[config.mk]
export PLATFORM = sky130hd
export DESIGN_NAME = bp_be_int_issue_queue
export DESIGN_NICKNAME = d
export VERILOG_FILES = /design/src/rtl/bp_be_pkg.sv /design/src/rtl/bp_be_int_scoreboard.sv /design/src/rtl/bp_be_int_issue_queue.sv
export SDC_FILE = /design/constraint.sdc
export NUM_CORES = 1
export LEC_CHECK = 0
export BUFFER_PORTS_ARGS = -buffer_cell sky130_fd_sc_hd__buf_4
export CORE_ASPECT_RATIO = 0.9
export CORE_MARGIN = 5
export CORE_UTILIZATION = 36
export DETAILED_ROUTE_END_ITERATION = 6
export HOLD_SLACK_MARGIN = 0.06
export PLACE_DENSITY = 0.62
export SLEW_MARGIN = 20
export SYNTH_ARGS = -nofsm -noshare
export SYNTH_HDL_FRONTEND = slang
export SYNTH_SLANG_ARGS = --single-unit
[constraint.sdc]
create_clock -name clk_i -period 5 [get_ports clk_i]
set_clock_uncertainty 0.15 [all_clocks]
set_input_delay 0.5 -clock clk_i [delete_from_list [all_inputs] [get_ports clk_i]]
set_output_delay 0.5 -clock clk_i [all_outputs]
set_load 0.01 [all_outputs]
[src/rtl/bp_be_pkg.sv]
// Backend integer-pipe shared types: configuration selector, register-file constants
// and the per-packet hazard descriptor used by the issue queue and scoreboard.
`define BP_BE_ISSUE_HAZARD_WIDTH $bits(bp_be_pkg::bp_be_issue_hazard_s)

package bp_be_pkg;

    typedef enum logic [1:0] {
        e_bp_default_cfg = 2'd0,
        e_bp_sv32_cfg    = 2'd1
    } bp_params_e;

    localparam int reg_addr_width_gp = 5;
    localparam int num_int_regs_gp   = 32;
    localparam int instr_width_gp    = 32;

    function automatic int bp_vaddr_width_f(input bp_params_e cfg);
        return (cfg == e_bp_sv32_cfg) ? 32 : 39;
    endfunction

    function automatic int bp_dword_width_f(input bp_params_e cfg);
        return (cfg == e_bp_sv32_cfg) ? 32 : 64;
    endfunction

    // Dispatch packet layout, MSB first: {v, pc, instr, imm}
    function automatic int bp_dispatch_pkt_width_f(input bp_params_e cfg);
        return 1 + bp_vaddr_width_f(cfg) + instr_width_gp + bp_dword_width_f(cfg);
    endfunction

    typedef struct packed {
        logic [reg_addr_width_gp-1:0] rs1_addr;
        logic                         rs1_r_v;
        logic [reg_addr_width_gp-1:0] rs2_addr;
        logic                         rs2_r_v;
        logic [reg_addr_width_gp-1:0] rd_addr;
        logic                         rd_w_v;
    } bp_be_issue_hazard_s;

endpackage

[src/rtl/bp_be_int_scoreboard.sv]
// Integer register scoreboard: one pending bit per architectural register, set on issue,
// cleared on writeback, with a two-source hazard check that sees this cycle's clear.
module bp_be_int_scoreboard
    import bp_be_pkg::*;
(
    input  logic                         clk_i,
    input  logic                         reset_n_i,
    input  logic                         set_v_i,
    input  logic [reg_addr_width_gp-1:0] set_addr_i,
    input  logic                         clr_v_i,
    input  logic [reg_addr_width_gp-1:0] clr_addr_i,
    input  logic [reg_addr_width_gp-1:0] rs1_addr_i,
    input  logic                         rs1_r_v_i,
    input  logic [reg_addr_width_gp-1:0] rs2_addr_i,
    input  logic                         rs2_r_v_i,
    output logic                         hazard_o
);

    logic [num_int_regs_gp-1:0] sb_r;
    logic [num_int_regs_gp-1:0] sb_clr;
    logic [num_int_regs_gp-1:0] sb_n;
    logic [num_int_regs_gp-1:0] set_mask;
    logic [num_int_regs_gp-1:0] clr_mask;

    always_comb begin
        // NOTE: every always_comb output gets a default first so no path can infer a latch.
        set_mask = '0;
        clr_mask = '0;
        if (set_v_i) set_mask[set_addr_i] = 1'b1;
        if (clr_v_i) clr_mask[clr_addr_i] = 1'b1;

        // Hazard check uses the post-clear view so a same-cycle writeback unblocks issue
        sb_clr   = sb_r & ~clr_mask;
        // Set is applied after clear so a same-cycle issue to the same rd keeps the bit; x0 never pends
        sb_n     = (sb_clr | set_mask) & ~num_int_regs_gp'(1);
        hazard_o = (rs1_r_v_i & sb_clr[rs1_addr_i]) | (rs2_r_v_i & sb_clr[rs2_addr_i]);
    end

    // NOTE: sequential state uses non-blocking assignments so all registers update together at the edge.
    always_ff @(posedge clk_i or negedge reset_n_i) begin
        if (!reset_n_i) sb_r <= '0;
        else            sb_r <= sb_n;
    end

endmodule

[src/rtl/bp_be_int_issue_queue.sv]
// In-order integer issue queue: FIFO of dispatch packets whose head issues to the integer
// pipe once its source registers are free in the scoreboard.
module bp_be_int_issue_queue
    import bp_be_pkg::*;
#(
    parameter bp_params_e bp_params_p = e_bp_default_cfg,
    parameter int         queue_els_p = 4,
    localparam int        dispatch_pkt_width_lp = bp_dispatch_pkt_width_f(bp_params_p)
)
(
    input  logic                                 clk_i,
    input  logic                                 reset_n_i,
    input  logic [dispatch_pkt_width_lp-1:0]     issue_pkt_i,
    input  logic [`BP_BE_ISSUE_HAZARD_WIDTH-1:0] issue_hazard_i,
    input  logic                                 issue_v_i,
    output logic                                 issue_ready_o,
    output logic [dispatch_pkt_width_lp-1:0]     reservation_o,
    input  logic                                 wb_v_i,
    input  logic [reg_addr_width_gp-1:0]         wb_rd_addr_i,
    input  logic                                 flush_i
);

    localparam int ptr_width_lp     = $clog2(queue_els_p);
    localparam int cnt_width_lp     = ptr_width_lp + 1;
    localparam int payload_width_lp = dispatch_pkt_width_lp - 1;
    localparam logic [cnt_width_lp-1:0] queue_els_lp = cnt_width_lp'(queue_els_p);

    typedef struct packed {
        logic [payload_width_lp-1:0] payload;
        bp_be_issue_hazard_s         hazard;
    } entry_s;

    entry_s                  mem_r [queue_els_p];
    entry_s                  head;
    entry_s                  enq_entry;
    logic [ptr_width_lp-1:0] rptr_r;
    logic [ptr_width_lp-1:0] wptr_r;
    logic [cnt_width_lp-1:0] count_r;
    logic                    empty;
    logic                    enq;
    logic                    issue;
    logic                    hazard;
    logic                    set_v;
    logic                    unused_pkt_v;

    // The incoming valid bit is replaced by the issue strobe on the way out
    assign unused_pkt_v = issue_pkt_i[dispatch_pkt_width_lp-1];

    always_comb begin
        enq_entry.payload = issue_pkt_i[payload_width_lp-1:0];
        enq_entry.hazard  = bp_be_issue_hazard_s'(issue_hazard_i);
    end

    assign head          = mem_r[rptr_r];
    assign empty         = (count_r == '0);
    // Ready ignores a same-cycle pop, so a full queue never has a comb path from issue to ready
    assign issue_ready_o = (count_r < queue_els_lp) & ~flush_i;
    assign enq           = issue_v_i & issue_ready_o;
    assign issue         = ~empty & ~flush_i & ~hazard;
    assign set_v         = issue & head.hazard.rd_w_v;
    assign reservation_o = {issue, head.payload};

    bp_be_int_scoreboard u_scoreboard (
        .clk_i      (clk_i),
        .reset_n_i  (reset_n_i),
        .set_v_i    (set_v),
        .set_addr_i (head.hazard.rd_addr),
        .clr_v_i    (wb_v_i),
        .clr_addr_i (wb_rd_addr_i),
        .rs1_addr_i (head.hazard.rs1_addr),
        .rs1_r_v_i  (head.hazard.rs1_r_v),
        .rs2_addr_i (head.hazard.rs2_addr),
        .rs2_r_v_i  (head.hazard.rs2_r_v),
        .hazard_o   (hazard)
    );

    // NOTE: entry storage is not reset; count and pointers alone decide which entries are live.
    always_ff @(posedge clk_i) begin
        if (enq) mem_r[wptr_r] <= enq_entry;
    end

    always_ff @(posedge clk_i or negedge reset_n_i) begin
        if (!reset_n_i) begin
            rptr_r  <= '0;
            wptr_r  <= '0;
            count_r <= '0;
        end else if (flush_i) begin
            rptr_r  <= '0;
            wptr_r  <= '0;
            count_r <= '0;
        end else begin
            if (enq)   wptr_r <= wptr_r + ptr_width_lp'(1);
            if (issue) rptr_r <= rptr_r + ptr_width_lp'(1);
            count_r <= count_r + cnt_width_lp'(enq) - cnt_width_lp'(issue);
        end
    end

endmodule

== After elaboration in Yosys (flattened, before gate mapping) ==
Memories as Yosys holds them, arrays and structs flattened.
Cells that the tools add are included.

* Multiplexer cells: 17
* Reductions and logical operators: 5
* Bitwise gates (word level): 14
* $add $sub $neg: 4
* Order comparisons: 7

{| class="wikitable"
|+ Operators by type and width
! cell !! number
|-
| $mux W32 || 2
|-
| $and A32 B32 Y32 || 1
|-
| $not A32 Y32 || 1
|-
| $or A32 B32 Y32 || 1
|-
| $lt A5 B6 Y1 const B || 4
|-
| $bmux W1 S5 || 2
|-
| $demux W1 S5 || 2
|-
| $ge A5 B1 Y1 const B || 2
|-
| $mux W2 || 4
|-
| $and A1 B1 Y1 || 7
|-
| $mux W1 || 6
|-
| $add A2 B1 Y2 const B || 2
|-
| $reduce_bool A2 Y1 || 2
|-
| $add A3 B1 Y3 || 1
|-
| $logic_not A3 Y1 || 1
|-
| $lt A3 B3 Y1 const B || 1
|-
| $mux W3 || 1
|-
| $not A1 Y1 || 3
|-
| $sub A3 B1 Y3 || 1
|-
| $logic_and A1 B1 Y1 || 2
|-
| $or A1 B1 Y1 || 1
|}

* Bits in writable memories: 612
* Logic and storage cells: 52
* Memories kept: 1
* Bits in registers: 38
* Output and inout port bits: 137

{| class="wikitable"
|+ Memories
! name !! depth !! bits a word !! rd ports !! clocked after Yosys merged registers in !! write ports !! RTL line !! RTL
|-
| mem_r || 4 || 153 || 1 || 0 || 1 || bp_be_int_issue_queue.sv:33 || <nowiki>entry_s mem_r [queue_els_p];</nowiki>
|}

== Logic depth before layout (Yosys ltp) ==
Gate-level depths: netlist of the first run.

* Depth in word-level cells: 16
* Mapped depth: 18
* Gate-level depth less buffers: 15

== Modules after synthesis ==
Synthesis of the first run repeated with hierarchy kept, for this count alone.

* Cell total of the unflattened synthesis: 1213
* Area total of the unflattened synthesis: 25592.0 um^2

{| class="wikitable"
|+ Modules (own cells, without submodules)
! module !! cells each !! area an instance (um^2) !! times used !! seq. area each (um^2)
|-
| bp_be_int_issue_queue || 982 || 23485.0 || 1 || 18552.8
|-
| bp_be_int_scoreboard || 231 || 2107.0 || 1 || 775.7
|}

== Worst setup path before layout of the first run ==
Ideal clock, no wire load.

* Path type: input -> register
* Start point: in flush_i
* End point: mem mem_r[0][0] in the netlist's numbering (enable)
* Setup slack: -0.266 ns
* Library setup time: 0.532 ns
* Stages: 3
* Arrival time: 4.584 ns
* Cell sequence: clkbuf_1 > nor2_1 > and3_1

* Longest elaborated chain between the ends: 5

{| class="wikitable"
|+ RTL lines
! element !! RTL line !! RTL
|-
| start: declaration || bp_be_int_issue_queue.sv:20 || <nowiki>input logic flush_i</nowiki>
|-
| $not A1 Y1 || bp_be_int_issue_queue.sv:57 || <nowiki>assign issue_ready_o = (count_r < queue_els_lp) & ~flush_i;</nowiki>
|-
| $and A1 B1 Y1 || bp_be_int_issue_queue.sv:57 ||
|-
| net issue_ready_o || bp_be_int_issue_queue.sv:16 || <nowiki>output logic issue_ready_o,</nowiki>
|-
| $and A1 B1 Y1 || bp_be_int_issue_queue.sv:58 || <nowiki>assign enq = issue_v_i & issue_ready_o;</nowiki>
|-
| $mux W1 || bp_be_int_issue_queue.sv:79 || <nowiki>if (enq) mem_r[wptr_r] <= enq_entry;</nowiki>
|-
| $mux W1 (implied by the code) || bp_be_int_issue_queue.sv:79 ||
|-
| end: declaration || bp_be_int_issue_queue.sv:33 ||
|}

The timed path passes the listed nets, and every way through them passes these cells.

== Worst setup path in the final report of the first run ==
* Start point: reg rptr_r[0]
* End point: reg count_r[2]

* Longest elaborated chain between the ends: 9

{| class="wikitable"
|+ RTL lines
! element !! RTL line !! RTL
|-
| start: declaration || bp_be_int_issue_queue.sv:36 || <nowiki>logic [ptr_width_lp-1:0] rptr_r;</nowiki>
|-
| start signal: assignment || bp_be_int_issue_queue.sv:93 || <nowiki>if (issue) rptr_r <= rptr_r + ptr_width_lp'(1);</nowiki>
|-
| $mem_v2 Z4 W153 * || n/a ||
|-
| $bmux W1 S5 || bp_be_int_scoreboard.sv:36 || <nowiki>hazard_o = (rs1_r_v_i & sb_clr[rs1_addr_i]) | (rs2_r_v_i & sb_clr[rs2_addr_i]);</nowiki>
|-
| $mux W1 (implied by the code) || bp_be_int_scoreboard.sv:36 ||
|-
| $and A1 B1 Y1 || bp_be_int_scoreboard.sv:36 ||
|-
| $or A1 B1 Y1 * || bp_be_int_scoreboard.sv:36 ||
|-
| $not A1 Y1 * || bp_be_int_issue_queue.sv:59 || <nowiki>assign issue = ~empty & ~flush_i & ~hazard;</nowiki>
|-
| $and A1 B1 Y1 * || bp_be_int_issue_queue.sv:59 ||
|-
| $sub A3 B1 Y3 * || bp_be_int_issue_queue.sv:94 || <nowiki>count_r <= count_r + cnt_width_lp'(enq) - cnt_width_lp'(issue);</nowiki>
|-
| $mux W3 * || bp_be_int_issue_queue.sv:87 || <nowiki>end else if (flush_i) begin</nowiki>
|-
| end signal: assignment || bp_be_int_issue_queue.sv:94 ||
|-
| end: declaration || bp_be_int_issue_queue.sv:38 || <nowiki>logic [cnt_width_lp-1:0] count_r;</nowiki>
|}

Mark *: on every way between the ends. The rest lies on a longest branch, timed or not. The select of a mux whose other input is x is not followed.
A chain may end at the register's enable or synchronous reset.

==> results of run 1 <==
-- power by group --
group	internal (uW)	total (uW)	switching [uW]
registers	6370	6540	174
logic	2030	4140	2110
clock network	2930	5030	2090
total	11300	15700	4380
-- cells in the final DEF (no fill, tap or decap), types with 18 or more instances in the layout --
cell                            instances
sky130_fd_sc_hd__dfrtp_1               36
sky130_fd_sc_hd__mux2i_1               39
sky130_fd_sc_hd__o21ai_1               27
sky130_fd_sc_hd__mux4_2               154
sky130_fd_sc_hd__buf_4                310
sky130_fd_sc_hd__o21ai_0               43
sky130_fd_sc_hd__edfxtp_1             612
sky130_fd_sc_hd__nand2_1               26
sky130_fd_sc_hd__dlygate4sd3_1        155
sky130_fd_sc_hd__nor2_1                18
sky130_fd_sc_hd__clkbuf_16             71
-- worst max-delay path: cells and delay by family (launching register included) --
family / cells / cell delay [ns]
multiplexers: 1 / 0.77
flip-flops: 1 / 0.57
AO/OA/AOI/OAI: 1 / 0.25
AND/OR/NAND/NOR: 5 / 1.31
buffers and inverters: 2 / 0.11
XOR/XNOR: 2 / 0.31
adder cells (fa/ha/maj): 3 / 0.83
-- stage by stage --
step	hold slack, ns	setup slack (ns)	total power [uW]
floorplan	0.0544	0.957	9100
global placement	0.341	0.523	10700
detailed placement	0.364	0.559	10800
CTS	0.0905	0.548	16000
global route	0.147	0.375	16500
finish	0.141	0.600	15700
-- synthesized netlist by cell type (all sizes together) (2+ instances only) --
| cell | number |
|---|---|
| or2 | 3 |
| nor4 | 3 |
| and3 | 4 |
| nand2b | 8 |
| nand4 | 3 |
| nor2 | 18 |
| mux2i | 40 |
| nand2 | 26 |
| o211ai | 2 |
| a211oi | 4 |
| xnor2 | 5 |
| nor3 | 7 |
| nor2b | 11 |
| buf | 33 |
| nand3b | 4 |
| or3b | 2 |
| edfxtp | 612 |
| mux2 | 8 |
| nor3b | 5 |
| a311oi | 7 |
| mux4 | 155 |
| a2111oi | 2 |
| ha | 6 |
| clkbuf | 17 |
| a31oi | 6 |
| o21ai | 71 |
| nand3 | 10 |
| o31ai | 3 |
| and2 | 2 |
| nand4b | 2 |
| dfrtp | 38 |
| inv | 8 |
| a221oi | 2 |
| a21oi | 2 |
-- final cells by class --
class                   count  share of cell area, %
diodes                      6                 0.0464
clock buffers              88                   5.75
clock inverters            36                   1.30
inverters                   9                  0.104
multi-input cells         435                   16.9
flip-flops and latches    650                   59.7
well taps                 930                   3.59
repair buffers            474                   12.5
-- sequential cells by signal (all words and copies together), names as in the netlist --
name	cells
rptr_r	2
count_r	3
wptr_r	2
mem_r	612
u_scoreboard.sb_r	31
-- worst paths after layout --
| kind | endpoint | cells past startpoint | startpoint | slack [ns] |
|---|---|---|---|---|
| min in group asynchronous | u_scoreboard.sb_r[2]$_DFF_PN0_ | 2 | reset_n_i | 0.29 |
| max reg2reg | count_r[2]$_DFF_PN0_ | 14 | rptr_r[0]$_DFFE_PN0P_ | 0.60 |
| min reg2reg | u_scoreboard.sb_r[13]$_DFF_PN0_ | 2 | u_scoreboard.sb_r[13]$_DFF_PN0_ | 0.41 |
| min | wptr_r[1]$_DFFE_PN0P_ | 3 | issue_v_i | 0.14 |
| max in group asynchronous | rptr_r[1]$_DFFE_PN0P_ | 2 | reset_n_i | 4.00 |
| max | count_r[2]$_DFF_PN0_ | 14 | rptr_r[0]$_DFFE_PN0P_ | 0.60 |
-- metal layers --
metal,part of all wire (%),global-route usage [%],up-vias
met5,0.059,0,-
met4,2.1,4.09,6
met3,8.2,5.31,90
met2,50,24.7,345
met1,40,18.9,6729
li1,-,-,5808
-- cells by family after synthesis --
logic type,after synthesis
multiplexers,203
XOR/XNOR,6
AO/OA/AOI/OAI,106
flip-flops,650
AND/OR/NAND/NOR,113
buffers and inverters,59
adder cells (fa/ha/maj),7
==> results.json, run 1 <==
{
  "max_cap_viols": 0,
  "core_box_area_um2": 68800,
  "mappedNetlistNets": 1315,
  "ctsHoldBuffers": 155,
  "io_buffer_count": 299,
  "worst-path-max-fanout": 15,
  "synthesis.area_per_instance_um2": 21.9,
  "crit_path_cell_trace": "mux4_1, or4_1, a31o_1, nor4_2, nor3_4, and3b_4, ha_1, inv_1, ha_1, inv_1, fa_1, xor2_1, xnor2_1, nor2_1",
  "worstMarginPinSlew_ns": 0.985,
  "cts-buffers-inserted": 70,
  "post_layout_util_pct": 47.1,
  "end_kind": "register",
  "die_boundary_height_um": 260,
  "main_combinational_cell_family_by_area_after_synthesis": "multiplexers",
  "irDropWorstVdd_mv": 0.332,
  "routed_wire_length_per_instance_um": 21.3,
  "start_util_pct": 36.5,
  "period_share_pct": 88.0,
  "share_of_synthesized_flip_flops_with_an_asynchronous_set_or_reset_pct": 5.85,
  "numPlacedInstances": 2343,
  "fin_setup_tns_ns": 0,
  "row_count": 91,
  "synth_enable_flop_cells": 612,
  "top_level_ports": 301,
  "synth_top_area_share_pct": 73.3,
  "synthDistinctLibCells": 64,
  "yosys-mux-area-fraction_pct": 15.9,
  "status": "completed",
  "grt_antenna_before_repair": 9,
  "avgViaCountPerCell": 4.94,
  "leak_pwr_uw": 0.0109,
  "critical-path-max-stage-delay_ns": 0.77,
  "postSynthCellCount": 1144,
  "power_per_cell_area_nw_per_um2": 485,
  "cts.repair.resized": 0,
  "filler_cells_inserted": 5814,
  "cp_data_arrival_time_ns": 4.75,
  "clk_transition_reported_paths_ns": 0.06,
  "drt_iter0_markers": 755,
  "synth_fa_ha_area_share_pct": 0.379,
  "synth_simple_gate_area_share_pct": 2.62,
  "cts_buffer_depth": 3,
  "finish.cell_count_without_fillers": 2628,
  "synth_seq_cells": 650,
  "drt_pre_antenna_iters": 4,
  "clockRootBuffer": "sky130_fd_sc_hd__clkbuf_16",
  "critical_path.slowest_cell": "sky130_fd_sc_hd__mux4_1",
  "globalRoute.totalOverflow": 0,
  "hold_viol_final": 0,
  "rsz0062_at_grt": "no",
  "grt_pass1_vias": 14300,
  "post-route-drc-count": 0,
  "layout_stage_area_growth_over_the_synthesis_result_pct": 29.1,
  "cts_htree_levels": 3,
  "post_synth_xor_area_fraction_pct": 0.314,
  "tritoncts": "built",
  "cp.required_ns": 5.35,
  "synth_ff_type": "sky130_fd_sc_hd__edfxtp_1",
  "maxClockFrequency_mhz": 227,
  "synth.yosys.seq_area_share_pct": 77.1,
  "route.final.wire_length_um": 55900,
  "post_route_cells_drive_above_1_share_pct": 35.5,
  "timing.hold.worst.class": "in -> reg",
  "numClockSinks": 650,
  "fin_nets": 1811,
  "slew_violations": 0,
  "global_routing_usage_summed_across_all_routing_layers_pct": 15.0,
  "dieWidth_um": 288,
  "final_antenna_net_count": 0,
  "finalSetupViolations": 0,
  "slew_headroom_pct": 34.4,
  "synth-compound-area-share_pct": 2.56,
  "footprint_of_the_multi_input_gates_um2": 5480,
  "timing.setup.critical_path_class": "reg -> reg",
  "postLayoutCellArea_um2": 32400,
  "hpwl_um": 34700,
  "area.sequential_um2": 19300,
  "placed_area_um2": 28500,
  "grt_start_max_net_pins": 94,
  "routabilityCongestion": 0.823,
  "post_synth_main_area_contributors": "sky130_fd_sc_hd__edfxtp_1 (73%), sky130_fd_sc_hd__mux4_2 (14%), sky130_fd_sc_hd__dfrtp_1 (3.8%), sky130_fd_sc_hd__mux2i_1 (1.6%), sky130_fd_sc_hd__o21ai_0 (0.86%)",
  "period_minus_slack_ns": 4.40,
  "synthDominantAreaCellType": "sky130_fd_sc_hd__edfxtp_1",
  "grt_first_pass_wirelength_um": 85900,
  "cts_setup_buffers": 0,
  "number_of_synthesis_warnings": 0,
  "start_kind": "register",
  "detailroute.via_count": 13000,
  "syn-cell-area_um2": 25100,
  "worstSkewPairLatency_ns": 0.60,
  "fp.dieArea_um2": 75000
}
No activity file was read; power rests on OpenSTA's default activity.
==> inputs of run 2 (changes only) <==
Settings changed: BUFFER_PORTS_ARGS -buffer_cell sky130_fd_sc_hd__buf_4 to default, DONT_BUFFER_PORTS from default to 1, PLACE_DENSITY 0.62 to 0.58.
==> run 2 against run 1 <==
Effect of this change:
- non-clock buffer count decreased by 291
- worst hold slack worse by 0.040 ns
- count of clock-buffer cells in the layout is 4 higher
- global-route usage is 0.78 points lower
- die area unchanged
- fmax decreased by 4.0%
- cell count is 11% lower
- largest cell class unchanged
==> results.json, run 2 (synthesized netlist as in run 1, its figures left out) <==
{
  "drt_pre_antenna_iters": 5,
  "hpwl_um": 34000,
  "numPlacedInstances": 2050,
  "grt_first_pass_wirelength_um": 80500,
  "status": "completed",
  "worst-path-max-fanout": 15,
  "setup_ws_ns": 0.416,
  "core_box_area_um2": 68800,
  "routabilityCongestion": 0.856,
  "max_cap_viols": 0,
  "postLayoutCellArea_um2": 30000,
  "cts-buffers-inserted": 68,
  "fin_setup_tns_ns": 0,
  "mostFrequentLayoutCell": "sky130_fd_sc_hd__edfxtp_1",
  "start_util_pct": 36.5,
  "critical-path-max-stage-delay_ns": 0.63,
  "avgViaCountPerCell": 5.10,
  "placement.setup.worst_slack_ns": 0.419,
  "cts.repair.resized": 0,
  "cp_data_arrival_time_ns": 4.90,
  "row_count": 91,
  "worstMarginPinSlew_ns": 0.990,
  "footprint_of_the_multi_input_gates_um2": 5480,
  "cts_buffer_depth": 3,
  "clockRootBuffer": "sky130_fd_sc_hd__clkbuf_16",
  "drt_iter0_markers": 789,
  "fp.dieArea_um2": 75000,
  "top_level_ports": 301,
  "p_total_uw": 14700,
  "irDropWorstVdd_mv": 0.298,
  "detailroute.via_count": 11900,
  "tritoncts": "built",
  "global_routing_usage_summed_across_all_routing_layers_pct": 14.2,
  "grt_start_max_net_pins": 95,
  "grt_pass1_vias": 12400,
  "io_buffer_count": 0,
  "placed_area_um2": 26300,
  "leak_pwr_uw": 0.00943,
  "area.sequential_um2": 19300,
  "post-route-drc-count": 0,
  "period_minus_slack_ns": 4.58,
  "grt_antenna_before_repair": 7,
  "filler_cells_inserted": 5921,
  "most-common-layout-cells": "sky130_fd_sc_hd__edfxtp_1 (612), sky130_fd_sc_hd__dlygate4sd3_1 (156), sky130_fd_sc_hd__mux4_2 (154), sky130_fd_sc_hd__clkbuf_16 (69), sky130_fd_sc_hd__o21ai_0 (43)",
  "end_kind": "register",
  "finish.cell_count_without_fillers": 2329,
  "route.final.wire_length_um": 53700,
  "cts_htree_levels": 3,
  "regMostFlops": "mem_r",
  "power_per_cell_area_nw_per_um2": 489,
  "start_kind": "register",
  "maxClockFrequency_mhz": 218,
  "dieWidth_um": 288,
  "finalSetupViolations": 0,
  "rsz0062_at_grt": "no",
  "critical_path.slowest_cell": "sky130_fd_sc_hd__mux4_2",
  "slew_headroom_pct": 34.0,
  "routed_wire_length_per_instance_um": 23.1,
  "globalRoute.totalOverflow": 0,
  "final_antenna_net_count": 0,
  "worstSkewPairLatency_ns": 0.60,
  "numClockSinks": 650,
  "slew_violations": 0,
  "layout_stage_area_growth_over_the_synthesis_result_pct": 19.8,
  "period_share_pct": 91.7,
  "largest_register_ff_count": 612,
  "cp.required_ns": 5.31,
  "post_route_cells_drive_above_1_share_pct": 21.6,
  "crit_path_cell_trace": "mux4_2, buf_4, mux2i_1, a31oi_1, a2111oi_1, a311oi_2, nor3_4, and3b_4, ha_1, inv_1, ha_1, inv_1, fa_1, xor2_1, xnor2_1, nor2_1",
  "fin_nets": 1518,
  "timing.hold.worst.class": "in -> reg",
  "biggestRegsByFlops": "mem_r: 612 flops, u_scoreboard.sb_r: 31 flops, count_r: 3 flops",
  "hold_viol_final": 0,
  "clk_transition_reported_paths_ns": 0.06,
  "timing.setup.critical_path_class": "reg -> reg",
  "die_boundary_height_um": 260
}
[run 2: per-layer routing]
layer | wire (um) | GRT usage [%] | vias up
met5 | 25 | 0 | -
met4 | 1160 | 4.23 | 4
met3 | 4150 | 4.86 | 79
met2 | 26100 | 22.6 | 310
met1 | 22300 | 18.6 | 6266
li1 | - | - | 5227
[run 2: worst max-delay path, delay by kind of cell (launching register included)]
kind                       cells  cell delay [ns]
AOI/OAI and AO/OA              3             0.71
xor gates and xnor gates       2             0.32
adders and majority gates      3             0.77
buffers and inverters          3             0.35
DFF                            1             0.60
muxes                          2             0.81
and+or+nand+nor                3             0.74
[run 2: final timing paths]
| kind | start | end | slack, ns | cells after the start |
|---|---|---|---|---|
| setup / recovery | rptr_r[0]$_DFFE_PN0P_ | count_r[2]$_DFF_PN0_ | 0.42 | 16 |
| hold / removal | wb_rd_addr_i[3] | u_scoreboard.sb_r[25]$_DFF_PN0_ | 0.10 | 3 |
| setup reg to reg | rptr_r[0]$_DFFE_PN0P_ | count_r[2]$_DFF_PN0_ | 0.42 | 16 |
| hold reg to reg | u_scoreboard.sb_r[21]$_DFF_PN0_ | u_scoreboard.sb_r[21]$_DFF_PN0_ | 0.40 | 2 |
| max in group asynchronous | reset_n_i | rptr_r[0]$_DFFE_PN0P_ | 4.19 | 2 |
| min in group asynchronous | reset_n_i | u_scoreboard.sb_r[14]$_DFF_PN0_ | 0.27 | 2 |
[run 2: area by class of cell]
class                      count  share of cell area, %
sequential                   650                   64.4
multi-input combinational    435                   18.3
timing repair buffer         183                   6.25
clock buffer                  92                   6.10
tap                          930                   3.87
clock inverter                26                  0.979
inverter                       9                  0.112
antenna                        4                 0.0333
[run 2: metrics by stage]
stage               hold WS [ns]  utilization, %
floorplan                 0.0544               -
global placement          0.0570            38.3
detailed placement        0.0571            38.3
CTS                       0.0605            43.7
global route               0.112            43.7
finish                     0.101            43.7
[run 2: repair_timing]
item | in CTS | in global routing
setup endpoints to repair | 0 | 0
buffers inserted | 0 | 0
hold buffers | 157 | 0
hold endpoints to repair | 657 | 0
[run 2: where the power goes]
| group | leakage, uW | internal, uW | switching, uW |
|---|---|---|---|
| logic | 0.00234 | 1410 | 1950 |
| registers | 0.00605 | 6360 | 184 |
| clock network | 0.00103 | 2720 | 2050 |
==> inputs of run 3 (changes only) <==
Settings changed: CORE_MARGIN 5 to 2, CORE_UTILIZATION 36 to 40, PLACE_DENSITY 0.58 to 0.62.
==> run 3 against run 2 <==
Effect of this change:
- fmax is 0.63% higher
- clock power up 4%
- sequential power is essentially flat
- critical path type unchanged
- largest power group unchanged
- count of clock-buffer cells in the layout down 1
- final area is essentially flat
- first-iteration DRC count grew 0.63%
==> results.json, run 3 (synthesized netlist as in run 1, its figures left out) <==
{
  "hold_viol_final": 0,
  "global_routing_usage_summed_across_all_routing_layers_pct": 16.4,
  "busiest_layer": "met2",
  "fin_setup_tns_ns": 0,
  "maxClockFrequency_mhz": 220,
  "p_total_uw": 14800,
  "drt_iter0_markers": 794,
  "max_cap_viols": 0,
  "cp.required_ns": 5.32,
  "filler_cells_inserted": 5074,
  "finalSetupViolations": 0,
  "layout_stage_area_growth_over_the_synthesis_result_pct": 19.7,
  "timing.setup.critical_path_class": "reg -> reg",
  "routed_wire_length_per_instance_um": 23.2,
  "global_route.usage.met2_pct": 26.1,
  "globalRouteMet1Util_pct": 21.3,
  "grt_util_met3_pct": 5.44,
  "route.final.wire_length_um": 52200,
  "io_buffer_count": 0,
  "fin_nets": 1519,
  "grt_pass1_vias": 12600,
  "regMostFlops": "mem_r",
  "start_util_pct": 40.2,
  "drt_pre_antenna_iters": 5,
  "clk_transition_reported_paths_ns": 0.05,
  "startpoint": "rptr_r[0]$_DFFE_PN0P_",
  "avgViaCountPerCell": 5.28,
  "die_boundary_height_um": 242,
  "fp.dieArea_um2": 64700,
  "row_count": 87,
  "cts-buffers-inserted": 69,
  "end_kind": "register",
  "grt_first_pass_wirelength_um": 79500,
  "worst-r2r-cell-count": 15,
  "worstMarginPinSlew_ns": 0.998,
  "detailroute.via_count": 11900,
  "reg2reg_from": "rptr_r[0]$_DFFE_PN0P_",
  "biggestRegsByFlops": "mem_r: 612 flops, u_scoreboard.sb_r: 31 flops, count_r: 3 flops",
  "tritoncts": "built",
  "irDropWorstVdd_mv": 0.305,
  "cts_setup_buffers": 0,
  "setup.reg_to_reg.worst_slack_ns": 0.44,
  "slew_violations": 0,
  "most-common-layout-cells": "sky130_fd_sc_hd__edfxtp_1 (612), sky130_fd_sc_hd__dlygate4sd3_1 (158), sky130_fd_sc_hd__mux4_2 (154), sky130_fd_sc_hd__clkbuf_16 (69), sky130_fd_sc_hd__o21ai_0 (43)",
  "worstSkewPairLatency_ns": 0.59,
  "final_antenna_net_count": 0,
  "finish.cell_count_without_fillers": 2249,
  "start_kind": "register",
  "grt_start_max_net_pins": 77,
  "r2r-end": "count_r[2]$_DFF_PN0_",
  "grt_antenna_before_repair": 4,
  "timing.hold.worst.class": "in -> reg",
  "routabilityCongestion": 0.812,
  "rsz0062_at_grt": "no",
  "post-route-drc-count": 0,
  "timing.hold.ws_ns": 0.114,
  "period_share_pct": 91.1,
  "power_per_cell_area_nw_per_um2": 494,
  "status": "completed",
  "mostFrequentLayoutCell": "sky130_fd_sc_hd__edfxtp_1",
  "numPlacedInstances": 1963,
  "dieWidth_um": 268,
  "leak_pwr_uw": 0.00947,
  "core_box_area_um2": 62400,
  "numClockSinks": 650,
  "top_level_ports": 301,
  "slew_headroom_pct": 33.5,
  "post_route_cells_drive_above_1_share_pct": 21.5,
  "largest_register_ff_count": 612,
  "cts_htree_levels": 3,
  "hpwl_um": 31700,
  "cts_buffer_depth": 3,
  "period_minus_slack_ns": 4.56,
  "critical_path.endpoint": "count_r[2]$_DFF_PN0_",
  "worst-path-max-fanout": 18,
  "cp_data_arrival_time_ns": 4.88,
  "globalRoute.totalOverflow": 0,
  "clockRootBuffer": "sky130_fd_sc_hd__clkbuf_16"
}
[run 3: cell types whose count changed in the layout (fill, tap and decap cells not counted), sizes merged]
cell / delta
clkinv: +4
bufinv: +4
clkbuf: -1
diode: -3
dlygate4sd3: +2
inv: +1
buf: -2
[run 3: how the worst min path moves through the flow]
stage                    startpoint                             end  slack [ns]  cells after the start
floorplan                 reset_n_i            count_r[0]$_DFF_PN0_        0.05                      0
global placement          reset_n_i           wptr_r[1]$_DFFE_PN0P_        0.06                      0
finish              wb_rd_addr_i[2]  u_scoreboard.sb_r[2]$_DFF_PN0_        0.11                      3
detailed placement        reset_n_i           rptr_r[0]$_DFFE_PN0P_        0.06                      0
global route        wb_rd_addr_i[2]  u_scoreboard.sb_r[3]$_DFF_PN0_        0.11                      3
CTS                 wb_rd_addr_i[2]  u_scoreboard.sb_r[2]$_DFF_PN0_        0.07                      3
[run 3: where the power goes]
group          total (uW)  leakage, uW  internal, uW  switching (uW)
Clock                4950      0.00108          2930            2020
Sequential           6540      0.00605          6370             170
Combinational        3330      0.00234          1400            1930
Total               14800      0.00947         10700            4130
[run 3: timing repair]
action                                 CTS  global route
hold buffers                           159             0
endpoints found under the hold margin  661             0
resized for setup                        0             0
[run 3: metrics by stage]
| stage | util (%) | setup slack [ns] | area [um^2] |
|---|---|---|---|
| 5_1_grt | 48.1 | 0.159 | 30000 |
| 2_1_floorplan | - | 0.957 | 25100 |
| 3_3_place_gp | 42.0 | 0.394 | 26200 |
| 6_report | 48.1 | 0.445 | 30000 |
| 3_5_place_dp | 42.0 | 0.412 | 26200 |
| 4_1_cts | 48.1 | 0.385 | 30000 |
[run 3: routing by layer]
layer | wire length [um] | vias up
met5 | 43 | -
met3 | 3930 | 81
met1 | 21400 | 6260
met4 | 1270 | 6
li1 | - | 5233
met2 | 25600 | 305
[run 3: area by class of cell]
cell class	instances	area [um^2]	share of cell area, %
Antenna cell	1	2.50	0.00834
Clock buffer	91	1840	6.13
Clock inverter	35	387	1.29
Inverter	9	33.8	0.113
Multi-Input combinational cell	435	5480	18.3
Sequential cell	650	19300	64.4
Tap cell	845	1060	3.52
Timing Repair Buffer	183	1870	6.23
[run 3: worst max-delay path, cell delays in order, from the launching register on]
cell and delay, ns:
sky130_fd_sc_hd__dfrtp_4 0.58, sky130_fd_sc_hd__mux4_2 0.83, sky130_fd_sc_hd__xnor2_2 0.30, sky130_fd_sc_hd__a211o_1 0.34, sky130_fd_sc_hd__a31o_1 0.23, sky130_fd_sc_hd__nor4_2 0.36, sky130_fd_sc_hd__nor3_4 0.10, sky130_fd_sc_hd__and3b_4 0.24
sky130_fd_sc_hd__ha_1 0.29, sky130_fd_sc_hd__inv_1 0.05, sky130_fd_sc_hd__ha_1 0.12, sky130_fd_sc_hd__inv_1 0.05, sky130_fd_sc_hd__fa_1 0.40, sky130_fd_sc_hd__xor2_1 0.18, sky130_fd_sc_hd__xnor2_1 0.14, sky130_fd_sc_hd__nor2_1 0.05
